File: config.mk
export PLATFORM = sky130hd
export DESIGN_NAME = order_book_engine
export DESIGN_NICKNAME = d
export VERILOG_FILES = /design/src/rtl/order_book_engine.sv
export SDC_FILE = /design/constraint.sdc
export NUM_CORES = 1
export LEC_CHECK = 0
export ABC_AREA = 1
export CAP_MARGIN = 30
export CORE_MARGIN = 1.5
export CORE_UTILIZATION = 30
export CTS_CLUSTER_SIZE = 16
export DETAILED_ROUTE_END_ITERATION = 12
export GPL_TIMING_DRIVEN = 0
export SETUP_SLACK_MARGIN = 0.3
export SKIP_CTS_REPAIR_TIMING = 1
export SLEW_MARGIN = 5
export SYNTH_ARGS = -nofsm -noshare
export SYNTH_HDL_FRONTEND = slang
export SYNTH_SLANG_ARGS = --single-unit
File: constraint.sdc
create_clock -name clk -period 7 [get_ports clk]
set_input_delay 2.1 -clock clk [delete_from_list [all_inputs] [get_ports clk]]
set_output_delay 2.1 -clock clk [all_outputs]
set_load 0.02 [all_outputs]
File: src/rtl/order_book_engine.sv
// Two-sided limit order book with price-time priority matching.
// Incoming orders sweep the opposite book one fill per cycle; any residual rests in its own sorted book.
//
// state  | meaning
// IDLE   | ready for a new order
// MATCH  | one fill decision per cycle against the opposite book
// INSERT | rest the residual in the own book, or reject it if that book is full
// HALT   | trade limit reached, frozen until reset
module order_book_engine #(
    parameter int PRICE_W    = 8,
    parameter int QTY_W      = 8,
    parameter int DEPTH      = 4,
    parameter int CNT_W      = 8,
    parameter int MAX_TRADES = 255
) (
    input  logic                       clk,
    input  logic                       reset,
    input  logic                       in_valid,
    output logic                       in_ready,
    input  logic                       in_side,
    input  logic [PRICE_W-1:0]         in_price,
    input  logic [QTY_W-1:0]           in_qty,
    output logic                       trade_valid,
    output logic [PRICE_W-1:0]         trade_price,
    output logic [QTY_W-1:0]           trade_qty,
    output logic [PRICE_W-1:0]         best_bid,
    output logic [PRICE_W-1:0]         best_ask,
    output logic [$clog2(DEPTH+1)-1:0] bid_cnt,
    output logic [$clog2(DEPTH+1)-1:0] ask_cnt,
    output logic [PRICE_W-1:0]         spread,
    output logic [CNT_W-1:0]           trade_count,
    output logic                       reject,
    output logic                       halt
);

    localparam int CW = $clog2(DEPTH+1);
    localparam logic [CW-1:0]    DEPTH_C = CW'(DEPTH);
    localparam logic [CNT_W-1:0] MAX_T   = CNT_W'(MAX_TRADES);

    localparam logic [1:0] ST_IDLE   = 2'd0;
    localparam logic [1:0] ST_MATCH  = 2'd1;
    localparam logic [1:0] ST_INSERT = 2'd2;
    localparam logic [1:0] ST_HALT   = 2'd3;

    logic [1:0]         state_q, state_d;
    logic               side_q, side_d;
    logic [PRICE_W-1:0] price_q, price_d;
    logic [QTY_W-1:0]   rem_q, rem_d;

    logic [PRICE_W-1:0] bid_price_q [DEPTH];
    logic [PRICE_W-1:0] bid_price_d [DEPTH];
    logic [QTY_W-1:0]   bid_qty_q   [DEPTH];
    logic [QTY_W-1:0]   bid_qty_d   [DEPTH];
    logic [PRICE_W-1:0] ask_price_q [DEPTH];
    logic [PRICE_W-1:0] ask_price_d [DEPTH];
    logic [QTY_W-1:0]   ask_qty_q   [DEPTH];
    logic [QTY_W-1:0]   ask_qty_d   [DEPTH];
    logic [CW-1:0]      bid_cnt_q, bid_cnt_d;
    logic [CW-1:0]      ask_cnt_q, ask_cnt_d;

    logic               trade_valid_q, trade_valid_d;
    logic [PRICE_W-1:0] trade_price_q, trade_price_d;
    logic [QTY_W-1:0]   trade_qty_q, trade_qty_d;
    logic               reject_q, reject_d;
    logic [CNT_W-1:0]   trade_count_q, trade_count_d;
    logic [PRICE_W-1:0] best_bid_q, best_bid_d;
    logic [PRICE_W-1:0] best_ask_q, best_ask_d;
    logic [PRICE_W-1:0] spread_q, spread_d;

    logic               opp_nonempty;
    logic               crosses;
    logic [PRICE_W-1:0] opp_price;
    logic [QTY_W-1:0]   opp_qty;
    logic [QTY_W-1:0]   fill_qty;
    logic [DEPTH-1:0]   bid_before;
    logic [DEPTH-1:0]   ask_before;

    always_comb begin
        if (side_q == 1'b0) begin
            opp_nonempty = (ask_cnt_q != '0);
            opp_price    = ask_price_q[0];
            opp_qty      = ask_qty_q[0];
            crosses      = (price_q >= ask_price_q[0]);
        end else begin
            opp_nonempty = (bid_cnt_q != '0);
            opp_price    = bid_price_q[0];
            opp_qty      = bid_qty_q[0];
            crosses      = (price_q <= bid_price_q[0]);
        end
        fill_qty = (rem_q < opp_qty) ? rem_q : opp_qty;
    end

    // Entries that stay ahead of the new order: better or equal price (older wins ties).
    always_comb begin
        bid_before = '0;
        ask_before = '0;
        for (int i = 0; i < DEPTH; i++) begin
            bid_before[i] = (CW'(i) < bid_cnt_q) && (bid_price_q[i] >= price_q);
            ask_before[i] = (CW'(i) < ask_cnt_q) && (ask_price_q[i] <= price_q);
        end
    end

    always_comb begin
        state_d       = state_q;
        side_d        = side_q;
        price_d       = price_q;
        rem_d         = rem_q;
        bid_price_d   = bid_price_q;
        bid_qty_d     = bid_qty_q;
        ask_price_d   = ask_price_q;
        ask_qty_d     = ask_qty_q;
        bid_cnt_d     = bid_cnt_q;
        ask_cnt_d     = ask_cnt_q;
        trade_valid_d = 1'b0;
        trade_price_d = trade_price_q;
        trade_qty_d   = trade_qty_q;
        reject_d      = 1'b0;
        trade_count_d = trade_count_q;

        case (state_q)
            ST_IDLE: begin
                if (in_valid) begin
                    side_d  = in_side;
                    price_d = in_price;
                    rem_d   = in_qty;
                    state_d = ST_MATCH;
                end
            end

            ST_MATCH: begin
                if (opp_nonempty && (rem_q != '0) && crosses) begin
                    trade_valid_d = 1'b1;
                    trade_price_d = opp_price;
                    trade_qty_d   = fill_qty;
                    rem_d         = rem_q - fill_qty;
                    trade_count_d = trade_count_q + CNT_W'(1);
                    if (side_q == 1'b0) begin
                        if (fill_qty == opp_qty) begin
                            for (int i = 0; i < DEPTH-1; i++) begin
                                ask_price_d[i] = ask_price_q[i+1];
                                ask_qty_d[i]   = ask_qty_q[i+1];
                            end
                            ask_price_d[DEPTH-1] = '0;
                            ask_qty_d[DEPTH-1]   = '0;
                            ask_cnt_d            = ask_cnt_q - CW'(1);
                        end else begin
                            ask_qty_d[0] = opp_qty - fill_qty;
                        end
                    end else begin
                        if (fill_qty == opp_qty) begin
                            for (int i = 0; i < DEPTH-1; i++) begin
                                bid_price_d[i] = bid_price_q[i+1];
                                bid_qty_d[i]   = bid_qty_q[i+1];
                            end
                            bid_price_d[DEPTH-1] = '0;
                            bid_qty_d[DEPTH-1]   = '0;
                            bid_cnt_d            = bid_cnt_q - CW'(1);
                        end else begin
                            bid_qty_d[0] = opp_qty - fill_qty;
                        end
                    end
                    if (trade_count_d == MAX_T) begin
                        state_d = ST_HALT;
                        rem_d   = '0;
                    end
                end else begin
                    state_d = ST_INSERT;
                end
            end

            ST_INSERT: begin
                if (rem_q != '0) begin
                    if (side_q == 1'b0) begin
                        if (bid_cnt_q == DEPTH_C) begin
                            reject_d = 1'b1;
                        end else begin
                            if (!bid_before[0]) begin
                                bid_price_d[0] = price_q;
                                bid_qty_d[0]   = rem_q;
                            end
                            for (int i = 1; i < DEPTH; i++) begin
                                if (!bid_before[i]) begin
                                    if (bid_before[i-1]) begin
                                        bid_price_d[i] = price_q;
                                        bid_qty_d[i]   = rem_q;
                                    end else begin
                                        bid_price_d[i] = bid_price_q[i-1];
                                        bid_qty_d[i]   = bid_qty_q[i-1];
                                    end
                                end
                            end
                            bid_cnt_d = bid_cnt_q + CW'(1);
                        end
                    end else begin
                        if (ask_cnt_q == DEPTH_C) begin
                            reject_d = 1'b1;
                        end else begin
                            if (!ask_before[0]) begin
                                ask_price_d[0] = price_q;
                                ask_qty_d[0]   = rem_q;
                            end
                            for (int i = 1; i < DEPTH; i++) begin
                                if (!ask_before[i]) begin
                                    if (ask_before[i-1]) begin
                                        ask_price_d[i] = price_q;
                                        ask_qty_d[i]   = rem_q;
                                    end else begin
                                        ask_price_d[i] = ask_price_q[i-1];
                                        ask_qty_d[i]   = ask_qty_q[i-1];
                                    end
                                end
                            end
                            ask_cnt_d = ask_cnt_q + CW'(1);
                        end
                    end
                end
                rem_d   = '0;
                state_d = ST_IDLE;
            end

            default: begin
                state_d = ST_HALT;
            end
        endcase
    end

    always_comb begin
        best_bid_d = (bid_cnt_d != '0) ? bid_price_d[0] : '0;
        best_ask_d = (ask_cnt_d != '0) ? ask_price_d[0] : '1;
        spread_d   = ((bid_cnt_d != '0) && (ask_cnt_d != '0)) ? (ask_price_d[0] - bid_price_d[0]) : '0;
    end

    always_ff @(posedge clk) begin
        if (!reset) begin
            state_q       <= ST_IDLE;
            side_q        <= 1'b0;
            price_q       <= '0;
            rem_q         <= '0;
            for (int i = 0; i < DEPTH; i++) begin
                bid_price_q[i] <= '0;
                bid_qty_q[i]   <= '0;
                ask_price_q[i] <= '0;
                ask_qty_q[i]   <= '0;
            end
            bid_cnt_q     <= '0;
            ask_cnt_q     <= '0;
            trade_valid_q <= 1'b0;
            trade_price_q <= '0;
            trade_qty_q   <= '0;
            reject_q      <= 1'b0;
            trade_count_q <= '0;
            best_bid_q    <= '0;
            best_ask_q    <= '1;
            spread_q      <= '0;
        end else begin
            state_q       <= state_d;
            side_q        <= side_d;
            price_q       <= price_d;
            rem_q         <= rem_d;
            bid_price_q   <= bid_price_d;
            bid_qty_q     <= bid_qty_d;
            ask_price_q   <= ask_price_d;
            ask_qty_q     <= ask_qty_d;
            bid_cnt_q     <= bid_cnt_d;
            ask_cnt_q     <= ask_cnt_d;
            trade_valid_q <= trade_valid_d;
            trade_price_q <= trade_price_d;
            trade_qty_q   <= trade_qty_d;
            reject_q      <= reject_d;
            trade_count_q <= trade_count_d;
            best_bid_q    <= best_bid_d;
            best_ask_q    <= best_ask_d;
            spread_q      <= spread_d;
        end
    end

    assign in_ready    = (state_q == ST_IDLE);
    assign halt        = (state_q == ST_HALT);
    assign trade_valid = trade_valid_q;
    assign trade_price = trade_price_q;
    assign trade_qty   = trade_qty_q;
    assign reject      = reject_q;
    assign trade_count = trade_count_q;
    assign best_bid    = best_bid_q;
    assign best_ask    = best_ask_q;
    assign spread      = spread_q;
    assign bid_cnt     = bid_cnt_q;
    assign ask_cnt     = ask_cnt_q;

endmodule
==> metrics <==
status=completed; Total Routed Length=roughly 51000 um; vias in the first global route=about 13k; Synth Instances=1852; largest net degree at the start of global routing=13; GP Congestion=slightly below 1; I/O pin count=just under 80; Clock transition at path regs=around 0.06 ns; DRT iter0 DRCs=roughly 1.5k; CP Buf/Inv Count=7; Inst Count DP=approximately 2.5k; Starting Density=30.5%; largest family of logic cells by synthesized area=compound AO/OA/AOI/OAI gates; total power=9.16 mW; synth warn=0; post-layout util=between 30% and 40%; Layout fillers=between 4k and 5k; FP Rows=75; CP arrival=6.73 ns; slowest library cell on the worst path=ha_1; Synth Area in Adders=10.8%; proportion of layout cells with a drive suffix above 1=about 6.1%; FMAX=around 160 MHz; total congestion overflow=0; syn_area_per_cell=just under 7 um^2; Slew @ Worst Pin=between 0.9 and 1 ns; Sink Count=roughly 200; Die Ht=between 200 and 250 um; Die X=about 210 um; routed len/inst=between 20 and 25 um; unrepaired setup endpoints after global routing=no; worst skew pair latency=between 0.5 and 0.6 ns; final hold slack=between 0.4 and 0.5 ns; critical path fanouts, max=10; Final Hold Fails=0; non-filler cells, final=approximately 2.5k; CTS Root Cell=clkbuf_16; CP startpoint kind=flip-flop; ys async rst share=0%; worst min path class=reg -> reg; DIE AREA=~44000 um^2; # diodes=0; Num CTS Buffers=24; Final min period=around 6.3 ns; Top cell by count, worst path=nor2_1; CP Class=reg -> reg; XOR/XNOR share of the synthesized area=under 10%; Synth Flop Type=dfxtp_1; Port-buffer cells=77; CP peak stage delay=between 0.4 and 0.5 ns; global-route usage over all layers=22.8%; Worst EP required=around 7.4 ns; final antenna-violating net count=0; Compound-Gate Fraction of Synth Area=between 20% and 30%; P&R area growth vs syn=18.3%; Synth Area in Simple Gates=17.3%; Critical Path End Type=flip-flop; fin crit share=89.8%; antenna violations before repair=2; Final Net Count=between 2k and 2.5k; Slew Limit Fails=0; Max clock buf depth=3; first-pass GRT wire length=just under 80000 um; clk_skew=0.0211 ns; CTS HTree Levels=1; EDFF count, synth=0; Synth Net Count=just under 2k; Via-to-Cell Ratio=between 5 and 6; leakage power total=6.10 nW; Max Cap Viol=0; Netlist cell types=56; FF+latch count, synth=roughly 200; Mapped Area=12800 um^2; commonest cells after routing, fill and taps aside=o21ai_0 (289), a21oi_1 (263), nand2_1 (247); Worst VDD drop=roughly 0.00038 V; post-synthesis sequential area ratio=around a third; pwr/cell area=roughly 610 nW/um^2; Core Box Area=41900 um^2; 1st-pass router iterations=8; Slew HR=39.5%; vias=approximately 14k; CP delay by family, top=simple AND/OR/NAND/NOR gates; mux cell area share after synthesis=0%; most common library cell in the layout ignoring fill and taps=o21ai_0; hpwl dp=slightly below 40000 um; DRC violations left=0; final setup violation count=0; CTS tree=yes
## tightest hold or removal path: cells and delay by family (launching register included)
| family | cells | cell delay, ns |
|---|---|---|
| DFF | 1 | 0.31 |
| and+or+nand+nor | 1 | 0.06 |
| AOI/OAI and AO/OA | 1 | 0.05 |
## where the power goes
group	total [mW]	leakage [nW]	internal [mW]	switching, mW
sequential	1.82	1.66	1.51	0.305
clock	1.27	0.391	0.745	0.529
combinational	6.07	4.05	1.96	4.11
## cells by family (layout without fill, tap and decap cells)
logic type / Yosys count / in the layout
flip-flops: 203 / 203
AO/OA/AOI/OAI: 693 / 693
buffers and inverters: 318 / 445
XOR/XNOR: 17 / 17
adder cells (fa/ha/maj): 108 / 108
AND/OR/NAND/NOR: 513 / 513
## sequential cells by signal (all words and copies together), names as in the netlist
| register | flops |
|---|---|
| trade_price | 8 |
| reject | 1 |
| side_q | 1 |
| bid_qty_q | 32 |
| rem_q | 8 |
| spread | 8 |
| best_bid | 8 |
| best_ask | 8 |
| bid_price_q | 32 |
| state_q | 2 |
| ask_price_q | 32 |
| trade_valid | 1 |
| trade_count | 8 |
| price_q | 8 |
| trade_qty | 8 |
| ask_cnt | 3 |
| bid_cnt | 3 |
| ask_qty_q | 32 |
## area by class of cell
type	count	area [um^2]	area share [%]
clock buffers	33	716	4.74
inverters	213	800	5.29
well taps	539	674	4.46
flip-flops and latches	203	4060	26.9
multi-input cells	1331	7510	49.7
clock inverters	7	63.8	0.422
repair buffers	87	846	5.60
plain buffers	105	437	2.89
## per-layer routing
layer	part of all wire (%)	wire (um)	vias to the layer above	track usage [%]
li1	-	-	6548	-
met1	43	22100	6583	30.1
met2	44	22600	642	36.5
met3	9.1	4680	109	4.53
met4	3.6	1860	2	8.67
met5	0.023	12	-	0
## worst paths after layout
path,cells after the start,from,slack [ns],to
setup reg to reg,34,side_q$_SDFFE_PN0P_,0.71,spread[7]$_SDFF_PN0_
hold / removal,2,bid_qty_q[1]$_SDFFE_PN0P_,0.47,bid_qty_q[1]$_SDFFE_PN0P_
hold reg to reg,2,bid_qty_q[1]$_SDFFE_PN0P_,0.47,bid_qty_q[1]$_SDFFE_PN0P_
setup / recovery,34,side_q$_SDFFE_PN0P_,0.71,spread[7]$_SDFF_PN0_
## per-stage QoR
| stage | instance area (um^2) | setup TNS (ns) | worst slack [ns] |
|---|---|---|---|
| floorplan | 12800 | 0 | 1.68 |
| global placement | 14200 | -0.169 | -0.169 |
| detailed placement | 14200 | -0.286 | -0.246 |
| CTS | 15000 | -0.308 | -0.257 |
| global route | 15100 | 0 | 0.231 |
| finish | 15100 | 0 | 0.713 |
## cells in the mapped netlist, drive strengths merged (4+ instances only)
cell | number | area share, %
nor2 | 152 | 4.6
buf | 26 | 1.0
o22ai | 23 | 1.1
xnor2 | 5 | 0.34
o21a | 8 | 0.47
dfxtp | 203 | 32
or2 | 6 | 0.29
o211ai | 33 | 1.9
a211oi | 25 | 1.5
nor3 | 12 | 0.55
a21oi | 264 | 10
inv | 210 | 6.2
a21boi | 4 | 0.24
nand3b | 4 | 0.24
ha | 105 | 10
clkbuf | 79 | 2.3
xor2 | 12 | 0.82
nand3 | 60 | 2.5
a22oi | 7 | 0.41
o21ai | 314 | 12
nand4 | 19 | 1.1
nand2 | 255 | 7.7
No activity file was read; power rests on OpenSTA's default activity.
